--- src/rtl/alu_op_sequencer_pkg.sv ---
// Shared constants for the ALU operation sequencer: ALU opcodes, FSM state encoding
// and the settle-counter width.
package alu_seq_pkg;

  localparam logic [1:0] OP_ADD = 2'b00;
  localparam logic [1:0] OP_SUB = 2'b01;
  localparam logic [1:0] OP_AND = 2'b10;
  localparam logic [1:0] OP_OR  = 2'b11;

  typedef logic [1:0] state_t;
  localparam state_t ST_IDLE = 2'd0;
  localparam state_t ST_WAIT = 2'd1;
  localparam state_t ST_RESP = 2'd2;

  localparam int CNT_W = 4;

endpackage

--- src/rtl/alu_op_sequencer_stats.sv ---
// Response statistics for the ALU sequencer (built only when ALU_SEQ_STATS_EN is defined):
// completed handshakes and handshakes that carried out. Both counters wrap.
module alu_seq_stats (
  input  logic       clk,
  input  logic       rst,
  input  logic       hs,
  input  logic       co,
  output logic [7:0] stat_ops,
  output logic [7:0] stat_carries
);

  // Count response handshakes and those with carry set
  always_ff @(posedge clk or posedge rst) begin
    if (rst) begin
      stat_ops     <= 8'd0;
      stat_carries <= 8'd0;
    end else if (hs) begin
      stat_ops <= stat_ops + 8'd1;
      if (co) begin
        stat_carries <= stat_carries + 8'd1;
      end
    end
  end

endmodule

--- src/rtl/alu_op_sequencer.sv ---
// Command/response sequencer driving a combinational ALU with a programmable settle time.
// Optional statistics outputs are enabled with ALU_SEQ_STATS_EN.
module alu_op_sequencer
  import alu_seq_pkg::*;
#(
  parameter int WIDTH         = 4,
  parameter int SETTLE_CYCLES = 1
) (
  input  logic             clk,
  input  logic             rst,
  input  logic             cmd_valid,
  output logic             cmd_ready,
  input  logic [1:0]       cmd_op,
  input  logic [WIDTH-1:0] cmd_a,
  input  logic [WIDTH-1:0] cmd_b,
  input  logic             cmd_use_acc,
  output logic [WIDTH-1:0] alu_a,
  output logic [WIDTH-1:0] alu_b,
  output logic [1:0]       alu_s,
  input  logic [WIDTH-1:0] alu_c,
  input  logic             alu_co,
  output logic             rsp_valid,
  input  logic             rsp_ready,
  output logic [WIDTH-1:0] rsp_c,
  output logic             rsp_co,
  output logic             rsp_zero,
  output logic [WIDTH-1:0] acc
`ifdef ALU_SEQ_STATS_EN
  ,
  output logic [7:0]       stat_ops,
  output logic [7:0]       stat_carries
`endif
);

  state_t           state_r;
  logic [CNT_W-1:0] cnt_r;
  logic             accept_s;
  logic             hs_s;

  assign accept_s = cmd_valid && cmd_ready;
  assign hs_s     = rsp_valid && rsp_ready;

  // Control FSM with operand, result and accumulator registers
  always_ff @(posedge clk or posedge rst) begin
    if (rst) begin
      state_r   <= ST_IDLE;
      cnt_r     <= {CNT_W{1'b0}};
      cmd_ready <= 1'b1;
      alu_a     <= {WIDTH{1'b0}};
      alu_b     <= {WIDTH{1'b0}};
      alu_s     <= 2'b00;
      rsp_valid <= 1'b0;
      rsp_c     <= {WIDTH{1'b0}};
      rsp_co    <= 1'b0;
      rsp_zero  <= 1'b0;
      acc       <= {WIDTH{1'b0}};
    end else begin
      case (state_r)
        ST_IDLE: begin
          if (accept_s) begin
            alu_a     <= cmd_use_acc ? acc : cmd_a;
            alu_b     <= cmd_b;
            alu_s     <= cmd_op;
            cnt_r     <= CNT_W'(SETTLE_CYCLES - 1);
            cmd_ready <= 1'b0;
            state_r   <= ST_WAIT;
          end
        end
        ST_WAIT: begin
          // Counter reaching zero marks the edge where the ALU output has settled
          if (cnt_r == {CNT_W{1'b0}}) begin
            rsp_c     <= alu_c;
            rsp_co    <= alu_co;
            rsp_zero  <= (alu_c == {WIDTH{1'b0}});
            acc       <= alu_c;
            rsp_valid <= 1'b1;
            state_r   <= ST_RESP;
          end else begin
            cnt_r <= cnt_r - {{(CNT_W-1){1'b0}}, 1'b1};
          end
        end
        ST_RESP: begin
          if (hs_s) begin
            rsp_valid <= 1'b0;
            cmd_ready <= 1'b1;
            state_r   <= ST_IDLE;
          end
        end
        default: begin
          rsp_valid <= 1'b0;
          cmd_ready <= 1'b1;
          state_r   <= ST_IDLE;
        end
      endcase
    end
  end

`ifdef ALU_SEQ_STATS_EN
  alu_seq_stats u_stats (
    .clk          (clk),
    .rst          (rst),
    .hs           (hs_s),
    .co           (rsp_co),
    .stat_ops     (stat_ops),
    .stat_carries (stat_carries)
  );
`endif

endmodule

--- config.mk ---
export PLATFORM = sky130hd
export DESIGN_NAME = alu_op_sequencer
export DESIGN_NICKNAME = d
export VERILOG_FILES = /design/src/rtl/alu_op_sequencer_pkg.sv /design/src/rtl/alu_op_sequencer_stats.sv /design/src/rtl/alu_op_sequencer.sv
export SDC_FILE = /design/constraint.sdc
export NUM_CORES = 1
export LEC_CHECK = 0
export CAP_MARGIN = 20
export CORE_ASPECT_RATIO = 2
export CORE_UTILIZATION = 39
export DETAILED_ROUTE_END_ITERATION = 10
export GPL_TIMING_DRIVEN = 1
export PLACE_DENSITY = 0.75
export SLEW_MARGIN = 20
export SYNTH_ARGS = -nofsm -noshare
export SYNTH_HDL_FRONTEND = slang
export SYNTH_HIERARCHICAL = 1
export SYNTH_SLANG_ARGS = --single-unit
--- constraint.sdc ---
create_clock -name clk -period 1.6 [get_ports clk]
set_input_delay 0.32 -clock clk [delete_from_list [all_inputs] [get_ports clk]]
set_output_delay 0.32 -clock clk [all_outputs]
set_load 0.02 [all_outputs]
==> flow_metrics.env <==
export IMPL_core_area_um2=2736
export IMPL_gr_usage_met1=0.1776
export IMPL_grt_pass1_vias=861
export IMPL_pre_cts_slack_ps=55.67
export IMPL_route_antenna_remaining_nets=0
export IMPL_drt_iter0_drc=21
export IMPL_cp_max_fo=2
export IMPL_cts_path_max_buffers=2
export IMPL_synthTopCellsByArea="sky130_fd_sc_hd__dfrtp_1 (51%), sky130_fd_sc_hd__nand2_1 (9.0%), sky130_fd_sc_hd__mux2_4 (8.0%)"
export IMPL_worstPathBufferInverterCount=1
export IMPL_finalHoldViolations=0
export IMPL_post_route_min_period_ps=1553
export IMPL_tritoncts="built"
export IMPL_final_min_period_over_clock_period=0.9704
export IMPL_synth_net_count=124
export IMPL_die_height_um=77.91
export IMPL_via_per_instance_ratio=5.035
export IMPL_hold_fix_buffers_at_cts=0
export IMPL_fillers=231
export IMPL_slew_viol_final=0
export IMPL_horizontal_extent_of_the_die_um=39.96
export IMPL_min_path_type="primary input to asynchronous set/reset pin"
export IMPL_yosysSeqAreaShare=0.5356
export IMPL_yosysUniqueCellTypes=26
export IMPL_clock_skew_ps=5.079
export IMPL_max_vdd_ir_drop_v=0.0008576
export IMPL_cp_slowest_cell="sky130_fd_sc_hd__clkdlybuf4s50_1"
export IMPL_cp_cell_sequence="clkdlybuf4s50_1"
export IMPL_globalRouteMet3Util=0.01714
export IMPL_detail_route_wl_per_cell_um=14.20
export IMPL_synth_top_cell_area_share=0.5122
export IMPL_std_cell_rows=27
export IMPL_grt_first_pass_wirelength_um=3801
export IMPL_grt_busiest_layer="met2"
export IMPL_clkTransAtPathRegs_ps=80
export IMPL_placer_congestion_estimate=0.7238
export IMPL_max_stage_delay_ps=600
export IMPL_clock_sinks=24
export IMPL_most_common_library_cell_in_the_layout_ignoring_fill_and_taps="sky130_fd_sc_hd__clkdlybuf4s50_1"
export IMPL_flow_area_growth_from_synthesis_pct=42.98
export IMPL_vias=871
export IMPL_power_per_cell_area_nw_per_um2=1812
export IMPL_cts_buffers_inserted=3
export IMPL_cp_top_family="buffers and inverters"
export IMPL_initial_core_util=0.4106
export IMPL_timing_max_slew_rel_slack=0.7950
export IMPL_result_of_the_run="complete, no violations"
export IMPL_synth_cells=102
export IMPL_grt_use_total=0.1751
export IMPL_post_synth_cell_area_avg_um2=11.02
export IMPL_static_leakage_power_nw=0.8076
export IMPL_worstSetupEndpointType="primary output"
export IMPL_worstMarginPinSlew_ps=307.5
export IMPL_drv_max_cap_violation_count=0
export IMPL_io_buffers=41
export IMPL_setup_worst_path_class="register to primary output"
export IMPL_cts_root_buf="sky130_fd_sc_hd__clkbuf_8"
export IMPL_io_pins=42
export IMPL_pin_count_of_the_biggest_net_entering_global_routing=25
export IMPL_total_congestion_overflow_after_global_routing=0
export IMPL_critical_path_startpoint_category="register"
export IMPL_hold_ws_ps=393.7
export IMPL_n_antenna_cell=0
export IMPL_dieArea_um2=3113
export IMPL_wirelength_um=2456
export IMPL_dp_hpwl_um=1924
export IMPL_grt_util_met2=0.3048
export IMPL_layout_cells_most_common_list="sky130_fd_sc_hd__clkdlybuf4s50_1 (29), sky130_fd_sc_hd__nand2_1 (27), sky130_fd_sc_hd__dfrtp_1 (23), sky130_fd_sc_hd__dlygate4sd2_1 (9), sky130_fd_sc_hd__o21ai_0 (7)"
export IMPL_clock_insertion_delay_at_the_later_pin_of_the_skew_report_ps=270
export IMPL_achievable_clock_frequency_ghz=0.6441
export IMPL_synthesis_area_um2=1124
export IMPL_post_route_drc_count=0
export IMPL_worst_slack_ps=47.39
export IMPL_finalNetCount=167
export IMPL_worst_endpoint_required_ps=1280
export IMPL_multi_input_gate_area_um2=454.2
export IMPL_drt_pre_antenna_iters=4
export IMPL_setup_viol=0
export IMPL_post_synthesis_sequential_element_count=24
export IMPL_htreeDepth=1
export IMPL_ff_latch_area_um2=601.8
export IMPL_cell_taking_the_most_area_after_synthesis="sky130_fd_sc_hd__dfrtp_1"
export IMPL_number_of_antenna_violations_at_the_first_check_in_global_routing=0
export IMPL_proportion_of_layout_cells_with_a_drive_suffix_above_1=0.1597
export IMPL_worst_endpoint_arrival_ps=1230
export IMPL_synth_yosys_warnings=6
cells in the mapped netlist (all sizes together):
master,count
nand3b,1
o21ai,7
o31ai,2
or3,1
mux2i,4
nand2b,3
nor3b,1
inv,4
nor2b,1
o211ai,3
ha,2
nand2,27
or2,1
and4bb,1
nand4bb,1
dfstp,1
mux2,6
nand3,1
dfrtp,23
nor4,1
a21oi,3
buf,8
cell type report:
cell class / instances / share of cell area
multi-input cells: 66 / 0.2827
clock buffers: 4 / 0.03427
inverters: 4 / 0.009346
well taps: 29 / 0.02259
repair buffers: 46 / 0.2765
flip-flops and latches: 24 / 0.3746
power breakdown:
| part | switching [W] | internal (W) |
|---|---|---|
| Sequential | 0.000238 | 0.000880 |
| Clock | 0.000186 | 0.000220 |
| Combinational | 0.000680 | 0.000706 |
| Total | 0.00111 | 0.00181 |
routing by layer:
metal  routed length [µm]  vias to the layer above
met3                   52                        7
met1                  868                      426
met2                 1447                       16
met5                    0                        -
li1                     -                      422
met4                   87                        0
cell families (layout without fill, tap and decap cells):
logic type / count (synthesis) / in the layout / share of synthesized area
mux: 10 / 10 / 0.1158
compound gates: 15 / 15 / 0.07794
flops: 24 / 24 / 0.5356
buf+inv: 12 / 54 / 0.06235
simple gates: 39 / 39 / 0.1860
fa+ha+maj: 2 / 2 / 0.02227
worst register-to-register path: cells and delay by family (launching register included):
kind                       cells  cell delay [ps]
DFF                            1              400
muxes                          1              320
and+or+nand+nor                2              440
buffers and inverters          1               70
adders and majority gates      1              180
repair_timing:
item,4_1_cts,5_1_grt
setup endpoints to repair,9,9
setup buffers,0,2
pin swaps,0,0
gates resized for setup,9,6
state kept, by name (all words and copies together) (netlist names), 2 cells and up:
register	count
alu_b	4
alu_a	4
state_r	2
alu_s	2
acc	4
cnt_r	4
metrics by stage:
step | setup TNS, ps | utilization | instance area, µm² | total power [W] | instances
2_1_floorplan | 0 | - | 1124 | 0.001950 | 102
3_3_place_gp | 0 | 0.5620 | 1538 | 0.002573 | 167
3_5_place_dp | 0 | 0.5620 | 1538 | 0.002624 | 167
4_1_cts | 0 | 0.5780 | 1582 | 0.002953 | 171
5_1_grt | -2.078 | 0.5871 | 1607 | 0.003105 | 173
6_report | 0 | 0.5871 | 1607 | 0.002911 | 173
final timing paths:
path | start | end | slack, ps | cells past startpoint
setup / recovery | rsp_co$_DFFE_PP0P_ | rsp_co | 50 | 1
hold / removal | rst | rsp_zero$_DFFE_PP0P_ | 390 | 3
setup reg to reg | cnt_r[0]$_DFFE_PP0P_ | acc[3]$_DFFE_PP0P_ | 90 | 5
hold reg to reg | alu_a[1]$_DFFE_PP0P_ | alu_a[1]$_DFFE_PP0P_ | 480 | 2
max in group asynchronous | rst | cmd_ready$_DFFE_PP1P_ | 910 | 3
min in group clk | alu_a[1]$_DFFE_PP0P_ | alu_a[1]$_DFFE_PP0P_ | 480 | 2
Power figures use the tool's default switching activity.
